`src/rtl/tlp_arb_pkg.sv`:
```
// rtl/tlp_arb_pkg.sv - shared types and constants for the TLP transmit arbiter
// Contents: source-select enum, arbiter state enum, default widths,
// credit counter width, run counter width and its saturating increment.
package tlp_arb_pkg;

    localparam int HDR_W_DEF  = 96;
    localparam int DATA_W_DEF = 128;
    localparam int CRD_W      = 8;
    localparam int RUN_W      = 4;

    typedef enum logic {
        SRC_P   = 1'b0,
        SRC_CPL = 1'b1
    } tlp_src_e;

    typedef enum logic {
        OWN_P   = 1'b0,
        OWN_CPL = 1'b1
    } arb_state_e;

    // Run counter saturates so a long uncontested streak never wraps back
    // below the weight and accidentally starves the other class.
    function automatic logic [RUN_W-1:0] run_inc(input logic [RUN_W-1:0] r);
        return (&r) ? r : r + 1'b1;
    endfunction

endpackage

```
`src/rtl/tlp_crd_counter.sv`:
```
// rtl/tlp_crd_counter.sv - per-class flow-control credit counter
// Ports: clk, rst_n (async, active-high), consume (credit used by an accept),
// ret (credit returned), cnt (current credits), nonzero (cnt != 0),
// err (sticky: return arrived while already holding INIT credits).
module tlp_crd_counter
    import tlp_arb_pkg::*;
#(
    parameter int INIT = 8
) (
    input  logic             clk,
    input  logic             rst_n,
    input  logic             consume,
    input  logic             ret,
    output logic [CRD_W-1:0] cnt,
    output logic             nonzero,
    output logic             err
);

    localparam logic [CRD_W-1:0] INIT_V = CRD_W'(INIT);

    always_ff @(posedge clk or posedge rst_n) begin
        if (rst_n) begin
            cnt <= INIT_V;
            err <= 1'b0;
        end else if (consume && !ret) begin
            cnt <= cnt - 1'b1;
        end else if (ret && !consume) begin
            // A return with nothing outstanding is a link-partner bug:
            // keep the count sane and flag it until the next reset.
            if (cnt == INIT_V) begin
                err <= 1'b1;
            end else begin
                cnt <= cnt + 1'b1;
            end
        end
    end

    assign nonzero = |cnt;

endmodule

```
`src/rtl/tlp_tx_arbiter.sv`:
```
// rtl/tlp_tx_arbiter.sv - weighted round-robin P/CPL arbiter onto the TLP tx port
// Ports: clk, rst_n (async, active-high); P and CPL requesters
// (valid/ready/hdr/data) plus credit-return pulses; registered output
// tlp_valid/tlp_ready/tlp_hdr/tlp_data/tlp_src; p_crd/cpl_crd credit counts;
// crd_err sticky credit-overflow flag.
// Optional macro TLP_ARB_STATS_EN adds p_grant_cnt, cpl_grant_cnt, stall_cnt.
module tlp_tx_arbiter
    import tlp_arb_pkg::*;
#(
    parameter int HDR_W        = HDR_W_DEF,
    parameter int DATA_W       = DATA_W_DEF,
    parameter int P_CRD_INIT   = 8,
    parameter int CPL_CRD_INIT = 8,
    parameter int P_WEIGHT     = 2,
    parameter int CPL_WEIGHT   = 1
) (
    input  logic              clk,
    input  logic              rst_n,
    input  logic              p_valid,
    output logic              p_ready,
    input  logic [HDR_W-1:0]  p_hdr,
    input  logic [DATA_W-1:0] p_data,
    input  logic              cpl_valid,
    output logic              cpl_ready,
    input  logic [HDR_W-1:0]  cpl_hdr,
    input  logic [DATA_W-1:0] cpl_data,
    input  logic              p_crd_ret,
    input  logic              cpl_crd_ret,
    output logic              tlp_valid,
    input  logic              tlp_ready,
    output logic [HDR_W-1:0]  tlp_hdr,
    output logic [DATA_W-1:0] tlp_data,
    output logic              tlp_src,
    output logic [CRD_W-1:0]  p_crd,
    output logic [CRD_W-1:0]  cpl_crd,
    output logic              crd_err
`ifdef TLP_ARB_STATS_EN
    ,
    output logic [31:0]       p_grant_cnt,
    output logic [31:0]       cpl_grant_cnt,
    output logic [31:0]       stall_cnt
`endif
);

    localparam logic [RUN_W-1:0] P_WT   = RUN_W'(P_WEIGHT);
    localparam logic [RUN_W-1:0] CPL_WT = RUN_W'(CPL_WEIGHT);

    arb_state_e       state, state_n;
    logic [RUN_W-1:0] run, run_n;
    logic             grant_p, grant_c;
    logic             p_nz, c_nz, p_err, c_err;
    logic             p_elig, c_elig, slot_free;
    tlp_src_e         src_q;

    assign p_elig    = p_valid && p_nz;
    assign c_elig    = cpl_valid && c_nz;
    assign slot_free = !tlp_valid || tlp_ready;

    always_ff @(posedge clk or posedge rst_n) begin
        if (rst_n) begin
            state <= OWN_P;
            run   <= '0;
        end else begin
            state <= state_n;
            run   <= run_n;
        end
    end

    // The weight only caps a streak while the other class is waiting;
    // an uncontested owner keeps the port with no idle gaps.
    always_comb begin
        state_n = state;
        run_n   = run;
        grant_p = 1'b0;
        grant_c = 1'b0;
        if (slot_free && !rst_n) begin
            case (state)
                OWN_P: begin
                    if (p_elig && (!c_elig || run < P_WT)) begin
                        grant_p = 1'b1;
                        run_n   = run_inc(run);
                    end else if (c_elig) begin
                        grant_c = 1'b1;
                        state_n = OWN_CPL;
                        run_n   = RUN_W'(1);
                    end
                end
                OWN_CPL: begin
                    if (c_elig && (!p_elig || run < CPL_WT)) begin
                        grant_c = 1'b1;
                        run_n   = run_inc(run);
                    end else if (p_elig) begin
                        grant_p = 1'b1;
                        state_n = OWN_P;
                        run_n   = RUN_W'(1);
                    end
                end
                default: begin
                    state_n = OWN_P;
                    run_n   = '0;
                end
            endcase
        end
    end

    assign p_ready   = grant_p;
    assign cpl_ready = grant_c;

    always_ff @(posedge clk or posedge rst_n) begin
        if (rst_n) begin
            tlp_valid <= 1'b0;
            tlp_hdr   <= '0;
            tlp_data  <= '0;
            src_q     <= SRC_P;
        end else if (grant_p || grant_c) begin
            tlp_valid <= 1'b1;
            tlp_hdr   <= grant_c ? cpl_hdr  : p_hdr;
            tlp_data  <= grant_c ? cpl_data : p_data;
            src_q     <= grant_c ? SRC_CPL  : SRC_P;
        end else if (tlp_ready) begin
            tlp_valid <= 1'b0;
        end
    end

    assign tlp_src = src_q;

    tlp_crd_counter #(.INIT(P_CRD_INIT)) u_p_crd (
        .clk     (clk),
        .rst_n   (rst_n),
        .consume (grant_p),
        .ret     (p_crd_ret),
        .cnt     (p_crd),
        .nonzero (p_nz),
        .err     (p_err)
    );

    tlp_crd_counter #(.INIT(CPL_CRD_INIT)) u_cpl_crd (
        .clk     (clk),
        .rst_n   (rst_n),
        .consume (grant_c),
        .ret     (cpl_crd_ret),
        .cnt     (cpl_crd),
        .nonzero (c_nz),
        .err     (c_err)
    );

    assign crd_err = p_err | c_err;

`ifdef TLP_ARB_STATS_EN
    always_ff @(posedge clk or posedge rst_n) begin
        if (rst_n) begin
            p_grant_cnt   <= '0;
            cpl_grant_cnt <= '0;
            stall_cnt     <= '0;
        end else begin
            if (grant_p)
                p_grant_cnt <= p_grant_cnt + 32'd1;
            if (grant_c)
                cpl_grant_cnt <= cpl_grant_cnt + 32'd1;
            if (tlp_valid && !tlp_ready)
                stall_cnt <= stall_cnt + 32'd1;
        end
    end
`endif

endmodule

```
`config.mk`:
```
export PLATFORM = sky130hd
export DESIGN_NAME = tlp_tx_arbiter
export DESIGN_NICKNAME = d
export VERILOG_FILES = /design/src/rtl/tlp_arb_pkg.sv /design/src/rtl/tlp_crd_counter.sv /design/src/rtl/tlp_tx_arbiter.sv
export SDC_FILE = /design/constraint.sdc
export NUM_CORES = 1
export LEC_CHECK = 0
export BUFFER_PORTS_ARGS = -buffer_cell sky130_fd_sc_hd__buf_2
export CAP_MARGIN = 20
export CORE_AREA = 2 2 276 278
export DETAILED_ROUTE_END_ITERATION = 8
export DIE_AREA = 0 0 278 280
export GPL_TIMING_DRIVEN = 0
export SLEW_MARGIN = 20
export SYNTH_ARGS = -nofsm -noshare
export SYNTH_HDL_FRONTEND = slang
export SYNTH_SLANG_ARGS = --single-unit
```
`constraint.sdc`:
```
create_clock -name clk -period 8.3 [get_ports clk]
set_input_delay 0 -clock clk [delete_from_list [all_inputs] [get_ports clk]]
set_output_delay 0 -clock clk [all_outputs]
set_load 0.02 [all_outputs]
```
==> results of run 1 <==
## layout by cell type (no fill, tap or decap), types with 9 or more instances in the layout
cell / n
nor2_1: 9
clkbuf_16: 31
dlygate4sd3_1: 455
o21ai_1: 120
buf_2: 733
ha_1: 14
dfrtp_1: 247
xnor2_1: 12
a21oi_1: 11
buf_6: 13
buf_4: 14
clkbuf_1: 17
inv_1: 11
mux2i_1: 226
nand2_1: 246
o21ai_0: 117
## tightest hold or removal path: stages
cell	delay, ns
buf_2	0.12
o21ai_1	0.16
a21oi_1	0.17
a21oi_1	0.14
## final timing paths
| path | from | endpoint | slack [ns] | depth (start not counted) |
|---|---|---|---|---|
| worst max-delay path | rst_n | u_cpl_crd.cnt[6] | 3.00 | 20 |
| worst min-delay path | cpl_valid | run[2] | 0.05 | 4 |
| worst max register to register | u_p_crd.cnt[4] | u_cpl_crd.cnt[6] | 3.49 | 15 |
| worst min register to register | u_p_crd.err | u_p_crd.err | 0.45 | 1 |
| max in group asynchronous | rst_n | u_p_crd.cnt[3] | 6.30 | 9 |
| min in group asynchronous | rst_n | tlp_data[87] | 0.57 | 4 |
## per-layer routing
layer  vias up  wire (microns)
met2       702           27500
met5         -              24
met3       160            3960
met4         4            3620
li1       6422               -
met1      6595           21800
## power by group through the flow
stage	Combinational, mW	Clock [mW]	Sequential [mW]
final	3.85	1.37	2.20
after global routing	4.13	1.47	2.26
after CTS	3.78	1.42	2.18
after detailed placement	2.91	0	2.18
after global placement	2.86	0	2.18
after floorplan	1.04	0	2.87
## flip-flops by register name, summed over array words and instances (netlist names)
| signal | count |
|---|---|
| tlp_valid | 1 |
| tlp_hdr | 96 |
| run | 4 |
| u_cpl_crd.cnt | 8 |
| u_p_crd.err | 1 |
| u_p_crd.cnt | 8 |
| tlp_src | 1 |
| u_cpl_crd.err | 1 |
| tlp_data | 128 |
| state | 1 |
## stage by stage
step           total power, mW  util (%)  worst slack (ns)  instance area [sq um]  hold slack [ns]
6_report                  7.42      30.0              3.00                  22600           0.0471
5_1_grt                   7.86      30.0              2.49                  22600           0.0646
4_1_cts                   7.38      30.0              2.93                  22500          0.00154
3_5_place_dp              5.09      22.6              3.40                  17000           0.0217
3_3_place_gp              5.05      22.3            -0.813                  16800            0.203
2_1_floorplan             3.91         -              2.03                  12000            0.117
## area by class of cell
cell class	instances	share of cell area, %
Timing Repair Buffer	1163	36.6
Sequential cell	249	27.6
Multi-Input combinational cell	821	23.3
Tap cell	978	5.43
Clock buffer	43	3.99
Buffer	78	2.17
Clock inverter	13	0.583
Inverter	14	0.250
Antenna cell	1	0.0111
## cells by family (layout without fill, tap and decap cells)
family	after synthesis	after routing	share of synthesized area [%]
buf+inv	92	1311	4.51
xor+xnor	20	20	1.45
other cells	0	1	0
mux	226	226	18.8
flops	249	249	51.8
compound gates	273	273	12.1
simple gates	287	287	9.80
fa+ha+maj	15	15	1.62
## repair_timing
item	CTS	global route
hold buffers	455	0
setup buffers	0	0
endpoints found under the hold margin	355	0
==> qor.yml, run 1 <==
hold_viol_final: 0
antenna_found_initial: 4
start_util_pct: 16.0
synth_top_area_share_pct: 51.3
ios: 700
clock_latency_ns: 0.58
grt_util_met1_pct: 15.3
timing.setup.tns_ns: 0
p_clk_share_pct: 18.5
power.density_mw_per_mm2: 329
port_buffers: 699
wl_per_cell_microns: 16.9
htree_levels: 1
swShare_pct: 40.2
coreArea_sq_mm: 0.0752
first_iter_violations: 513
die-area_sq_mm: 0.0778
synth-seq-area-share_pct: 51.8
end_kind: "register"
path_class: "input pin to register"
crit_chain: "dlygate4sd3_1, buf_2, dlygate4sd3_1, clkinvlp_4, buf_12, buf_12, buf_12, nand2_1, nor3_4, buf_6, buf_2, ha_1, clkbuf_1, xor2_1, ha_1, a22oi_1, o22ai_1, nor3_1, o21ai_0, xnor2_1"
drive_above_1_share_pct: 35.3
grt_pass1_wl_microns: 84300
clockRootBuffer: "clkbuf_16"
numCtsBuffers: 30
syn_inst: 1162
grt_setup_unrepaired: "no"
num_vias: 13883
routed_wirelength_microns: 56800
clkTransAtPathRegs_ns: 0.06
worst-path-buf-inv: 10
die_w_microns: 278
synth_enable_flop_cells: 0
top_usage_layer: "met2"
route.detailed.drc: 0
grt_usage_pct: 13.9
yosys_warnings: 0
p_leak_nw: 11.1
drt_pass1_iterations: 4
n_fill_cell: 7641
rows: 101
setup.worst_path.start_class: "input pin"
peakVddDrop_mv: 0.165
cpLargestDelayFamily: "buffers and inverters"
p_seq_share_pct: 29.6
seqCellArea_sq_mm: 0.00623
min_period_over_period_pct: 63.8
clockBufferDepth: 3
fin_crit_ns: 5.30
overflow: 0
hp-class: "input pin to register"
dp_cells: 2848
use_met2_pct: 24.3
cap_violations: 0
critPathMostFrequentCell: "buf_12"
cts_tree: "yes"
ys_ff_latch: 249
slowest_stage: "nor3_4"
multi_input_area_sq_mm: 0.00526
syn_nets: 1632
yosys.area.top_type: "dfrtp_1"
via_per_inst: 4.13
crit_arrival_ns: 5.80
synth_ff_type: "dfrtp_1"
clock_sinks: 249
combPwrFrac_pct: 51.9
synth_async_sr_flop_share_pct: 100
nets: 2827
finalSetupViolations: 0
path_max_fanout: 32
grt_pass1_vias: 14926
p_int_mw: 4.44
ys_types: 53
critPathMaxStageDelay_ns: 0.78
slew_headroom_pct: 27.2
worstMarginPinSlew_ns: 1.09
syn_area_per_cell_sq_um: 10.4
synthTopCellsByArea: "dfrtp_1 51%, mux2i_1 19%, nand2_1 7.7%"
status: "finished, final reports clean"
place_hpwl_microns: 39700
synthesis.area_sq_mm: 0.0120
grtUsageMet3_pct: 3.08
synth_common_cells: "247 x dfrtp_1, 246 x nand2_1, 226 x mux2i_1, 120 x o21ai_1, 117 x o21ai_0"
die_y_microns: 280
gp_congestion: 0.822
fin_worst_skew_ns: 0.00768
synth_most_common_cell: "dfrtp_1"
ant_nets: 0
final_cell_count_no_fill: 3360
p_switching_mw: 2.98
drv_slew: 0
fmax_ghz: 0.189
areaGrowthSynthToFinish_pct: 87.3
post_cts_resized: 0
grt_max_degree: 33
worstPathRequired_ns: 8.80
Power figures use the tool's default switching activity.
==> inputs of run 2 (changes only) <==
Clock period 8.3 ns to 5.55 ns, I/O delays scaled along.
==> run 2 against run 1 <==
  * Routed wire length up 1.6%
  * Via count is 0.10% lower
  * Worst hold slack gained 0.0025 ns
  * Critical path type unchanged
  * Largest power group unchanged
==> qor.yml, run 2 (synthesized netlist as in run 1, its figures left out) <==
status: "finished, final reports clean"
grt_setup_unrepaired: "no"
antenna_found_initial: 4  # unchanged
hold_depth: 4  # unchanged
path_max_fanout: 32  # unchanged
port_buffers: 699  # unchanged
multi_input_area_sq_mm: 0.00541  # +2.8%
path_class: "input pin to register"
ios: 700  # unchanged
finalPower_mw: 11.1  # +49%
cts_tree: "yes"
start_util_pct: 16.0  # unchanged
final_common_cell: "buf_2"
timing.setup.tns_ns: 0  # unchanged
pre_cts_slack_ns: 0.922  # -2.48 ns
nets: 2825  # -0.071%
gp_congestion: 0.844  # +2.7%
hp-class: "input pin to register"
setup_ws_ns: 0.542  # -2.46 ns
route.detailed.drc: 0  # unchanged
hold_viol_final: 0  # unchanged
first_iter_violations: 606  # +18%
mostFrequentLayoutCells: "730 x buf_2, 455 x dlygate4sd3_1, 247 x dfrtp_1, 246 x nand2_1, 226 x mux2i_1"
clkTransAtPathRegs_ns: 0.06  # about the same
drt_pass1_iterations: 5  # +1
num_vias: 13869  # -0.10%
drive_above_1_share_pct: 35.6  # +0.30 points
grt_pass1_vias: 14531  # -2.6%
clock_latency_ns: 0.58  # about the same
fin_worst_skew_ns: 0.0161  # +0.00837 ns
peakVddDrop_mv: 0.315  # +91%
p_leak_nw: 11.0  # -0.53%
via_per_inst: 4.14  # +0.11%
post_cts_resized: 0  # unchanged
rr_worst_depth: 15  # unchanged
wl_per_cell_microns: 17.2  # +1.8%
top_register: "tlp_data"
crit_arrival_ns: 5.45  # -0.35 ns
grt_usage_pct: 14.0  # +0.17 points
grt_max_degree: 34  # +3.0%
slew_headroom_pct: 32.9  # +5.7 points
place_hpwl_microns: 40300  # +1.6%
clockBufferDepth: 3  # unchanged
numCtsBuffers: 29  # -3.3%
areaGrowthSynthToFinish_pct: 87.7
overflow: 0  # unchanged
cap_violations: 0  # unchanged
seqCellArea_sq_mm: 0.00623  # unchanged
fin_crit_ns: 5.01
n_fill_cell: 7666  # +0.33%
finalSetupViolations: 0  # unchanged
setup.worst_path.start_class: "input pin"
coreArea_sq_mm: 0.0752  # unchanged
worstMarginPinSlew_ns: 1.00  # -0.0882 ns
worstPathRequired_ns: 6.00  # -2.80 ns
r2r_slack_ns: 1.26  # -2.23 ns
die_w_microns: 278  # unchanged
drv_slew: 0  # unchanged
die-area_sq_mm: 0.0778  # unchanged
rows: 101  # unchanged
reg_top3: "tlp_data: 128 flops, tlp_hdr: 96 flops"
largest_register_ffs: 128  # unchanged
die_y_microns: 280  # unchanged
min_period_over_period_pct: 90.2
clock_sinks: 249  # unchanged
fmax_ghz: 0.200
power.density_mw_per_mm2: 490  # +49%
clockRootBuffer: "clkbuf_16"
end_kind: "register"
grt_pass1_wl_microns: 84600  # +0.38%
htree_levels: 1  # unchanged
routed_wirelength_microns: 57700  # +1.6%
ant_nets: 0  # unchanged
-- run 2: critical path: stages --
cell	delay [ns]
dlygate4sd3_1	0.54
buf_2	0.12
dlygate4sd3_1	0.58
clkinvlp_4	0.28
buf_12	0.25
buf_12	0.23
buf_12	0.23
buf_12	0.23
nand2_1	0.15
nor3_4	0.85
buf_6	0.30
buf_12	0.17
ha_4	0.14
clkbuf_8	0.17
xor2_1	0.16
ha_2	0.24
a31oi_1	0.09
o22ai_1	0.24
xnor2_1	0.16
nand2_1	0.08
xnor2_1	0.14
-- run 2: final timing paths --
kind	startpoint	to
max	rst_n	u_cpl_crd.cnt[4]
min	cpl_valid	run[3]
max reg2reg	u_p_crd.cnt[4]	u_cpl_crd.cnt[4]
min reg2reg	u_p_crd.err	u_p_crd.err
max in group asynchronous	rst_n	u_cpl_crd.cnt[3]
min in group asynchronous	rst_n	tlp_data[97]
-- run 2: report_power, final --
part	switching, mW	total [mW]	leakage (nW)	internal, mW
Sequential	0.637	3.35	3.03	2.71
Clock	0.789	1.92	0.445	1.13
Combinational	3.06	5.80	7.52	2.74
-- run 2: timing repair --
item,in CTS,in global routing
hold buffers,455,0
setup endpoints to repair,0,0
hold endpoints to repair,365,0
buffers inserted,0,0
-- run 2: area by class of cell --
class	instances	area share, %
Timing Repair Buffer	1162	36.3
Tap cell	978	5.41
Clock inverter	6	0.465
Clock buffer	42	3.56
Buffer	78	2.42
Antenna cell	3	0.0332
Sequential cell	249	27.6
Inverter	14	0.260
Multi-Input combinational cell	821	23.9
-- run 2: stage by stage --
step                      area, sq um  instances  hold WS, ns  utilization, %
after floorplan                 12200       1162        0.117               -
after global placement          17000       2839        0.203            22.6
after detailed placement        17100       2847      0.00498            22.8
after CTS                       22600       3350       0.0144            30.1
after global routing            22600       3352       0.0471            30.1
final                           22600       3353       0.0497            30.1
-- run 2: metal layers --
metal | GRT usage [%] | wire length [microns] | vias to the layer above
met2 | 23.9 | 27800 | 684
met1 | 15.7 | 21800 | 6608
li1 | - | - | 6401
met4 | 9.33 | 3890 | 2
met5 | 0 | 11 | -
met3 | 3.17 | 4190 | 174
